[src/rtl/freq_meter_pkg.sv]
// -----------------------------------------------------------------------------
// freq_meter_pkg
// Shared types and defaults for the frequency meter.
//   state_t          : measurement FSM state, 2-bit encoding
//   DEF_GATE_CYCLES  : default gate window length in clk cycles
//   DEF_CNT_W        : default width of the edge counter / count_out
//   DEF_GATE_W       : default width of the gate counter
//   params_ok()      : helper that tells whether a gate/width pairing is legal
// -----------------------------------------------------------------------------
package freq_meter_pkg;

  typedef enum logic [1:0] {
    IDLE    = 2'd0,
    MEASURE = 2'd1,
    DONE    = 2'd2
  } state_t;

  localparam int DEF_GATE_CYCLES = 64;
  localparam int DEF_CNT_W       = 16;
  localparam int DEF_GATE_W      = 16;

  // The gate counter has to reach GATE_CYCLES (one past the last window
  // cycle) without wrapping, and a window needs at least two cycles.
  function automatic bit params_ok(input int gate_cycles, input int gate_w);
    longint unsigned span;
    span = longint'(64'd1) << gate_w;
    return (gate_cycles >= 2) && (span > longint'(gate_cycles));
  endfunction

endpackage

[src/rtl/freq_meter_if.sv]
// -----------------------------------------------------------------------------
// freq_meter_if
// Control and result bundle of the frequency meter.
//   start     : level request to begin one measurement
//   cont      : continuous mode, re-arm the window after every result
//   sig_in    : asynchronous signal under test
//   busy      : meter is measuring or presenting a result
//   valid     : one-cycle result strobe
//   count_out : rising-edge count of the last completed window
//   overflow  : last window saturated the edge counter
// modport master drives the requests and observes results; modport slave is
// the meter itself.
// -----------------------------------------------------------------------------
interface freq_meter_if
  import freq_meter_pkg::*;
#(
  parameter int CNT_W = DEF_CNT_W
);

  logic             start;
  logic             cont;
  logic             sig_in;
  logic             busy;
  logic             valid;
  logic [CNT_W-1:0] count_out;
  logic             overflow;

  modport master (
    output start,
    output cont,
    output sig_in,
    input  busy,
    input  valid,
    input  count_out,
    input  overflow
  );

  modport slave (
    input  start,
    input  cont,
    input  sig_in,
    output busy,
    output valid,
    output count_out,
    output overflow
  );

endinterface

[src/rtl/freq_meter_sync_edge_det.sv]
// -----------------------------------------------------------------------------
// sync_edge_det
// Brings an asynchronous level into the clk domain through a two-flop
// synchronizer and emits a single-cycle pulse for every rising edge seen on
// the synchronized level.
//   clk      : sampling clock
//   rst      : synchronous, active-low reset, clears every flop
//   async_in : asynchronous input level
//   edge_out : one-cycle pulse, 2 to 3 clk cycles after a rising async_in
// Runs continuously; callers decide in which states a pulse matters.
// -----------------------------------------------------------------------------
module sync_edge_det
  import freq_meter_pkg::*;
(
  input  logic clk,
  input  logic rst,
  input  logic async_in,
  output logic edge_out
);

  // s1 may go metastable; only s2 and s3 are used downstream.
  logic s1_reg;
  logic s2_reg;
  logic s3_reg;

  always_ff @(posedge clk) begin
    if (!rst) begin
      s1_reg <= 1'b0;
      s2_reg <= 1'b0;
      s3_reg <= 1'b0;
    end else begin
      s1_reg <= async_in;
      s2_reg <= s1_reg;
      s3_reg <= s2_reg;
    end
  end

  assign edge_out = s2_reg & ~s3_reg;

endmodule

[src/rtl/freq_meter.sv]
// -----------------------------------------------------------------------------
// freq_meter
// Counts rising edges of an asynchronous square wave over a fixed window of
// GATE_CYCLES clk cycles and reports the count with a one-cycle valid strobe.
//   clk : system clock
//   rst : synchronous, active-low reset
//   bus : freq_meter_if.slave (start, cont, sig_in in; busy, valid,
//         count_out, overflow out)
// Parameters:
//   GATE_CYCLES : window length in clk cycles (>= 2)
//   CNT_W       : edge counter / count_out width
//   GATE_W      : gate counter width, 2**GATE_W > GATE_CYCLES
// Timing: start accepted in IDLE -> GATE_CYCLES MEASURE cycles -> one DONE
// cycle with valid high. In continuous mode windows repeat every
// GATE_CYCLES+1 cycles; edges landing in IDLE or DONE are dropped.
// -----------------------------------------------------------------------------
module freq_meter
  import freq_meter_pkg::*;
#(
  parameter int GATE_CYCLES = DEF_GATE_CYCLES,
  parameter int CNT_W       = DEF_CNT_W,
  parameter int GATE_W      = DEF_GATE_W
) (
  input logic        clk,
  input logic        rst,
  freq_meter_if.slave bus
);

  localparam logic [GATE_W-1:0] GATE_LAST = GATE_W'(GATE_CYCLES - 1);
  localparam logic [GATE_W-1:0] GATE_ONE  = GATE_W'(1);
  localparam logic [CNT_W-1:0]  CNT_MAX   = '1;
  localparam logic [CNT_W-1:0]  CNT_ONE   = CNT_W'(1);

  state_t state_reg;
  state_t state_next;

  logic [GATE_W-1:0] gate_reg;
  logic [GATE_W-1:0] gate_next;
  logic [CNT_W-1:0]  cnt_reg;
  logic [CNT_W-1:0]  cnt_next;
  logic              ovf_reg;
  logic              ovf_next;

  logic [CNT_W-1:0]  count_out_reg;
  logic              overflow_reg;

  logic edge_pulse;
  logic in_measure;
  logic last_gate;
  logic clear_win;
  logic cnt_sat;

  // ---------------------------------------------------------------------------
  // Input conditioning
  // ---------------------------------------------------------------------------
  sync_edge_det u_sync (
    .clk      (clk),
    .rst      (rst),
    .async_in (bus.sig_in),
    .edge_out (edge_pulse)
  );

  assign in_measure = (state_reg == MEASURE);
  assign last_gate  = (gate_reg == GATE_LAST);
  assign cnt_sat    = (cnt_reg == CNT_MAX);

  // A new window opens from IDLE on start, or straight out of DONE when the
  // meter is re-armed; both paths clear the counters.
  assign clear_win = ((state_reg == IDLE) && bus.start) ||
                     ((state_reg == DONE) && (bus.cont || bus.start));

  // ---------------------------------------------------------------------------
  // FSM: state register
  // ---------------------------------------------------------------------------
  always_ff @(posedge clk) begin
    if (!rst) begin
      state_reg <= IDLE;
    end else begin
      state_reg <= state_next;
    end
  end

  // ---------------------------------------------------------------------------
  // FSM: next-state logic
  // ---------------------------------------------------------------------------
  always_comb begin
    state_next = state_reg;
    case (state_reg)
      IDLE: begin
        if (bus.start) begin
          state_next = MEASURE;
        end
      end
      MEASURE: begin
        // start is deliberately ignored here: no queuing, no restart.
        if (last_gate) begin
          state_next = DONE;
        end
      end
      DONE: begin
        if (bus.cont || bus.start) begin
          state_next = MEASURE;
        end else begin
          state_next = IDLE;
        end
      end
      default: begin
        state_next = IDLE;
      end
    endcase
  end

  // ---------------------------------------------------------------------------
  // FSM: outputs
  // ---------------------------------------------------------------------------
  always_comb begin
    bus.busy  = (state_reg == MEASURE) || (state_reg == DONE);
    bus.valid = (state_reg == DONE);
  end

  // ---------------------------------------------------------------------------
  // Window counters
  // ---------------------------------------------------------------------------
  always_comb begin
    gate_next = gate_reg;
    cnt_next  = cnt_reg;
    ovf_next  = ovf_reg;
    if (clear_win) begin
      gate_next = '0;
      cnt_next  = '0;
      ovf_next  = 1'b0;
    end else if (in_measure) begin
      // On the last window cycle the gate counter steps to GATE_CYCLES;
      // it is never compared again before the next clear.
      gate_next = gate_reg + GATE_ONE;
      if (edge_pulse) begin
        if (cnt_sat) begin
          ovf_next = 1'b1;
        end else begin
          cnt_next = cnt_reg + CNT_ONE;
        end
      end
    end
  end

  always_ff @(posedge clk) begin
    if (!rst) begin
      gate_reg <= '0;
      cnt_reg  <= '0;
      ovf_reg  <= 1'b0;
    end else begin
      gate_reg <= gate_next;
      cnt_reg  <= cnt_next;
      ovf_reg  <= ovf_next;
    end
  end

  // ---------------------------------------------------------------------------
  // Result registers: loaded from the *next* counter values on the last
  // window cycle so that cycle's edge is included, then held until the
  // following window closes.
  // ---------------------------------------------------------------------------
  always_ff @(posedge clk) begin
    if (!rst) begin
      count_out_reg <= '0;
      overflow_reg  <= 1'b0;
    end else if (in_measure && last_gate) begin
      count_out_reg <= cnt_next;
      overflow_reg  <= ovf_next;
    end
  end

  assign bus.count_out = count_out_reg;
  assign bus.overflow  = overflow_reg;

endmodule

[src/flat_wrapper.sv]
// flat-port wrapper written by rule: the top's interface ports become plain ports
module freq_meter_flat import freq_meter_pkg::*;
#(
  parameter int GATE_CYCLES = DEF_GATE_CYCLES,
  parameter int CNT_W       = DEF_CNT_W,
  parameter int GATE_W      = DEF_GATE_W
)
  (clk, rst, bus_start, bus_cont, bus_sig_in, bus_busy, bus_valid, bus_count_out, bus_overflow);
  freq_meter_if #(.CNT_W(CNT_W)) bus_i ();
  input logic clk;
  input logic rst;
  input wire logic [$bits(bus_i.start)-1:0] bus_start;
  input wire logic [$bits(bus_i.cont)-1:0] bus_cont;
  input wire logic [$bits(bus_i.sig_in)-1:0] bus_sig_in;
  output wire logic [$bits(bus_i.busy)-1:0] bus_busy;
  output wire logic [$bits(bus_i.valid)-1:0] bus_valid;
  output wire logic [$bits(bus_i.count_out)-1:0] bus_count_out;
  output wire logic [$bits(bus_i.overflow)-1:0] bus_overflow;
  assign bus_i.start = bus_start;
  assign bus_i.cont = bus_cont;
  assign bus_i.sig_in = bus_sig_in;
  assign bus_busy = bus_i.busy;
  assign bus_valid = bus_i.valid;
  assign bus_count_out = bus_i.count_out;
  assign bus_overflow = bus_i.overflow;
  freq_meter #(.GATE_CYCLES(GATE_CYCLES), .CNT_W(CNT_W), .GATE_W(GATE_W)) u_core (.clk(clk), .rst(rst), .bus(bus_i));
endmodule
[config.mk]
export PLATFORM = sky130hd
export DESIGN_NAME = freq_meter_flat
export DESIGN_NICKNAME = d
export VERILOG_FILES = /design/src/rtl/freq_meter_pkg.sv /design/src/rtl/freq_meter_if.sv /design/src/rtl/freq_meter_sync_edge_det.sv /design/src/rtl/freq_meter.sv /design/src/flat_wrapper.sv
export SDC_FILE = /design/constraint.sdc
export NUM_CORES = 1
export LEC_CHECK = 0
export CAP_MARGIN = 15
export CORE_MARGIN = 2
export CORE_UTILIZATION = 56
export CTS_CLUSTER_DIAMETER = 120
export DETAILED_ROUTE_END_ITERATION = 10
export DONT_BUFFER_PORTS = 1
export PLACE_DENSITY_LB_ADDON = 0.15
export SLEW_MARGIN = 20
export SYNTH_ARGS = -nofsm -noshare
export SYNTH_HDL_FRONTEND = slang
export SYNTH_SLANG_ARGS = --single-unit
[constraint.sdc]
create_clock -name clk -period 1.9 [get_ports clk]
set_clock_uncertainty 0.15 [all_clocks]
set_input_delay 0.475 -clock clk [delete_from_list [all_inputs] [get_ports clk]]
set_output_delay 0.475 -clock clk [all_outputs]
set_load 0.05 [all_outputs]
==> flow_metrics.py, run 1 <==
metrics = {
    "synth": {
        "ys_ff_latch": 55,
        "synth_top_cells_by_count": "55 x dfxtp_1, 37 x nor2_1, 20 x nand2_1",
        "synthesis.area_um2": 2400,
        "synth_area_per_cell_um2": 9.40,
        "yosys.area.top_type_share_pct": 46.0,
        "synth_area_leader_cell": "dfxtp_1",
        "synth_warnings": 0,
        "synth-async-reset-ratio_pct": 0,
        "synth_seq_area_share_pct": 46.0,
        "ys_types": 47,
        "synth-main-ff-cell": "dfxtp_1",
        "synth_most_common_cell": "dfxtp_1",
        "synth_edf_count": 0,
        "syn_nets": 267,
        "ys_top_cells_by_area": "dfxtp_1 46%, nor2_1 5.8%, o2bb2ai_1 4.8%",
        "syn_inst": 255,
    },
    "cells_and_area": {
        "fillCellCount": 239,
        "multiInputGateArea_um2": 1470,
        "drive_gt1_share_pct": 40.3,
        "fin_cells": 363,
        "syn_to_final_growth_pct": 35.9,
        "diodes": 0,
        "final_nets": 324,
        "seqCellArea_um2": 1120,
    },
    "placed_design": {
        "gp_congestion": 0.770,
        "hpwl_um": 3630,
        "placed_cells": 346,
        "io_buffers": 0,
    },
    "route": {
        "wl_um": 5900,
        "drt_iter0_drc": 130,
        "detail-route-antenna-nets": 0,
        "wl_per_cell_um": 16.3,
        "first_pass_iters": 4,
        "vias": 2066,
        "avgViaCountPerCell": 5.69,
        "drcViolationCount": 0,
    },
    "global_route": {
        "antenna_found_initial": 0,
        "grt_pass1_wl_um": 9210,
        "first_global_vias": 2041,
        "grt_use_met2_pct": 38.2,
        "grtUsageMet1_pct": 31.2,
        "grt_max_degree": 26,
        "grt.busiest_layer": "met2",
        "use_met3_pct": 5.38,
        "grt.total_usage_pct": 23.8,
        "overflow": 0,
    },
    "worst_setup_path": {
        "start_kind": "register",
        "path_buf_inv": 0,
        "worst_ep_required_time_ns": 1.96,
        "slowest_stage": "or4b_4",
        "end_kind": "register",
        "crit_chain": "or4b_4 > nor4_4 > nand2_2 > and2_4 > a22o_1",
        "path_delay_family": "simple AND/OR/NAND/NOR gates",
        "timing_worst_setup_path_type": "reg2reg",
        "worstPathMaxFanout": 8,
        "slowest_delay_ns": 0.56,
        "cp.arrival_ns": 2.14,
    },
    "floorplan": {
        "rows": 23,
        "start_util_pct": 59.1,
        "die_y_um": 69.4,
        "die_area_um2": 4820,
        "io_pins": 24,
        "chipWidth_um": 69.4,
        "coreArea_um2": 4060,
    },
    "clock_tree": {
        "cts.sinks": 55,
        "cts.clk_slew.worst_paths_ns": 0.10,
        "h-tree-depth": 2,
        "clockBufferDepth": 2,
        "numCtsBuffers": 5,
        "clk_latency_ns": 0.31,
        "cts_tree": "built",
        "clock_tree.root_cell": "clkbuf_8",
        "hold_buffers": 0,
    },
    "power_and_ir_drop": {
        "power_w": 0.00265,
        "ir_drop_uv": 640,
        "leakage_nw": 1.25,
        "pwr_density_cell_nw_per_um2": 814,
    },
    "timing": {
        "timing.slew.headroom_pct": 64.1,
        "fin_crit_sh_pct": 109,
        "tightest_slew_ns": 0.538,
        "whs_ns": 0.128,
        "hold_viol_final": 0,
        "min_period_ns": 2.08,
        "layout_setup_ws_ns": -0.175,
        "rsz0062_at_grt": "true",
        "clock.fmax_ghz": 0.482,
        "timing.final.setup_violations": 20,
        "slew_violations": 0,
    },
    "run_status": {
        "outcome": "complete, but fails checks",
        "violations": "negative setup slack",
    },
    "hold_path": {
        "hold_class": "in2reg",
    },
    "run": {
        "cap_violations": 0,
    },
}
## per-stage QoR
step                utilization, %  TNS [ns]  worst slack (ns)  instance area (um^2)
floorplan                        -     -1.56            -0.133                  2420
global placement              69.2     -1.60           -0.0709                  2810
detailed placement            69.2     -2.25            -0.109                  2810
CTS                           74.6    -0.953            -0.135                  3030
global route                  80.3     -4.84            -0.260                  3260
finish                        80.3     -2.38            -0.175                  3260
## cell usage in the layout (no fill, tap or decap), types with 3 or more instances in the layout
cell	synthesis	final
xnor2_1	9	5
nand2_2	1	3
nand4_1	9	9
mux2i_1	7	6
inv_2	0	3
nand2_1	20	18
xor2_1	13	12
nand3_1	13	10
buf_6	2	4
xnor2_2	0	4
and3_1	5	3
dfxtp_2	0	14
ha_4	0	4
nor2_1	37	36
clkbuf_8	0	5
nor3_2	0	3
o21ai_0	6	4
o2bb2ai_1	13	13
buf_4	0	52
dfxtp_1	55	41
or4b_4	1	4
ha_1	7	3
and2_1	4	4
nand3_2	0	3
inv_1	6	3
## cells by family after synthesis
group	after synthesis	share of synthesized area, %
buffers and inverters	15	3.08
adders and majority gates	7	3.66
muxes	7	2.92
and+or+nand+nor	113	25.2
AOI/OAI and AO/OA	36	11.2
DFF	55	46.0
xor gates and xnor gates	22	8.04
## timing repair
| action | 4_1_cts | 5_1_grt |
|---|---|---|
| gates cloned | 0 | 1 |
| resized for setup | 22 | 40 |
| pin swaps | 11 | 24 |
| endpoints found under the setup margin | 48 | 47 |
| buffers inserted | 2 | 7 |
## power breakdown
| group | leakage [nW] | internal [W] | switching (W) |
|---|---|---|---|
| clock network | 0.0587 | 0.000400 | 0.000399 |
| registers | 0.451 | 0.00118 | 0.0000230 |
| logic | 0.743 | 0.000303 | 0.000346 |
## path summary, 6_finish.rpt
| check | startpoint | endpoint | slack (ns) | cells after the start |
|---|---|---|---|---|
| max | u_core.gate_reg[9] | u_core.bus.count_out[13] | -0.18 | 5 |
| min | rst | u_core.u_sync.s2_reg | 0.13 | 1 |
| max reg2reg | u_core.gate_reg[9] | u_core.bus.count_out[13] | -0.18 | 5 |
| min reg2reg | u_core.u_sync.s1_reg | u_core.u_sync.s2_reg | 0.30 | 1 |
## area by class of cell
cell class | instances | area share (%)
clock buffer | 5 | 2.11
clock inverter | 3 | 1.46
inverter | 6 | 0.692
multi-input combinational | 186 | 45.2
sequential | 55 | 34.3
tap | 50 | 1.92
timing repair buffer | 58 | 14.3
## routing by layer
layer  wire [um]  vias up
li1            -     1015
met1        2720      989
met2        2850       48
met3         206       14
met4         119        0
met5           0        -
(Power assumes the default switching activity.)
==> run 2, diff against run 1 <==
CORE_UTILIZATION = 67   (was 56)
PLACE_DENSITY = 0.91   (was unset)
PLACE_DENSITY_LB_ADDON = unset   (was 0.15)
clock period = 2.5 ns   (was 1.9 ns; I/O delays follow)
==> flow_metrics.py, run 2 (synthesis gave the netlist of run 1 again) <==
metrics = {
    "clock_tree": {
        "cts_setup_buffers": 0,
        "clockBufferDepth": 2,
        "h-tree-depth": 2,
        "cts.clk_slew.worst_paths_ns": 0.16,
        "hold_buffers": 0,
        "cts_tree": "built",
        "numCtsBuffers": 5,
        "cts.repair.resized": 0,
        "clock_tree.root_cell": "clkbuf_4",
        "clk_latency_ns": 0.38,
        "cts.sinks": 55,
    },
    "timing": {
        "timing.final.setup_violations": 0,
        "hold_viol_final": 0,
        "slew_violations": 0,
        "timing.slew.headroom_pct": 57.6,
        "rsz0062_at_grt": "false",
        "tightest_slew_ns": 0.631,
        "clock.fmax_ghz": 0.435,
        "fin_crit_sh_pct": 92.0,
        "min_period_ns": 2.30,
        "layout_setup_ws_ns": 0.199,
        "whs_ns": 0.198,
        "setup_tns_ns": 0,
    },
    "placed_design": {
        "gp_congestion": 0.820,
        "io_buffers": 0,
        "placed_cells": 298,
        "dp_slack_ns": 0.306,
        "hpwl_um": 3330,
    },
    "route": {
        "drt_iter0_drc": 175,
        "first_pass_iters": 4,
        "vias": 1834,
        "drcViolationCount": 0,
        "detail-route-antenna-nets": 0,
        "avgViaCountPerCell": 5.99,
        "wl_um": 4590,
        "wl_per_cell_um": 15.0,
    },
    "floorplan": {
        "chipWidth_um": 63.8,
        "die_y_um": 63.8,
        "die_area_um2": 4070,
        "io_pins": 24,
        "rows": 21,
        "coreArea_um2": 3390,
        "start_util_pct": 70.7,
    },
    "cells_and_area": {
        "post-route-util_pct": 74.0,
        "diodes": 0,
        "final_nets": 271,
        "final_common_cell": "dfxtp_1",
        "syn_to_final_growth_pct": 4.75,
        "most-common-layout-cells": "55 x dfxtp_1, 37 x nor2_1, 20 x nand2_1",
        "fillCellCount": 239,
        "drive_gt1_share_pct": 8.46,
        "fin_cells": 306,
    },
    "run": {
        "cap_violations": 0,
    },
    "worst_setup_path": {
        "cp.arrival_ns": 2.47,
        "worst_ep_required_time_ns": 2.67,
        "worstPathMaxFanout": 24,
        "timing_worst_setup_path_type": "reg2reg",
        "start_kind": "register",
        "end_kind": "register",
    },
    "global_route": {
        "grt_pass1_wl_um": 7870,
        "grt.total_usage_pct": 24.5,
        "grt_max_degree": 25,
        "overflow": 0,
        "first_global_vias": 1758,
        "antenna_found_initial": 0,
    },
    "run_status": {
        "outcome": "finished clean",
    },
    "power_and_ir_drop": {
        "ir_drop_uv": 440,
        "pwr_density_cell_nw_per_um2": 639,
        "leakage_nw": 0.905,
    },
    "hold_path": {
        "hold_class": "in2reg",
    },
}
run 2: layout make-up:
class                   count  area (um^2)  share of cell area (%)
multi-input cells         185         1220                    48.7
well taps                  46         57.6                    2.29
inverters                   6         22.5                   0.897
clock inverters             3         25.0                   0.997
flip-flops and latches     55         1100                    43.9
repair buffers              6         45.0                    1.79
clock buffers               5         37.5                    1.50
run 2: layer usage:
layer	wire (um)	vias up	share of wire, %	GRT usage, %
met5	0	-	0	0
met1	2130	883	46	31.5
met4	72	0	1.6	10.6
met2	2170	39	47	38.2
li1	-	906	-	-
met3	221	6	4.8	7.22
run 2: worst max-delay path: stages (launching register included):
cell and delay (ns):
dfxtp_1 0.44, inv_1 0.10, ha_1 0.25, o21ai_0 0.43, nand2_1 0.38, buf_4 0.34, nor2_1 0.14
run 2: power by group:
| part | switching (W) | internal (W) |
|---|---|---|
| logic | 0.000191 | 0.0000879 |
| clock network | 0.000294 | 0.000114 |
| registers | 0.0000220 | 0.000897 |
| total | 0.000507 | 0.00110 |
run 2: worst paths after layout:
| check | startpoint | end | slack (ns) | cells after the start |
|---|---|---|---|---|
| worst max-delay path | u_core.state_reg[0] | u_core.gate_reg[8] | 0.20 | 6 |
| worst min-delay path | rst | u_core.u_sync.s1_reg | 0.20 | 1 |
| worst max register to register | u_core.state_reg[0] | u_core.gate_reg[8] | 0.20 | 6 |
| worst min register to register | u_core.u_sync.s1_reg | u_core.u_sync.s2_reg | 0.31 | 1 |
run 2: metrics by stage:
stage | area (um^2) | power [W]
floorplan | 2400 | 0.00116
global placement | 2450 | 0.00120
detailed placement | 2450 | 0.00121
CTS | 2510 | 0.00160
global route | 2510 | 0.00167
finish | 2510 | 0.00160
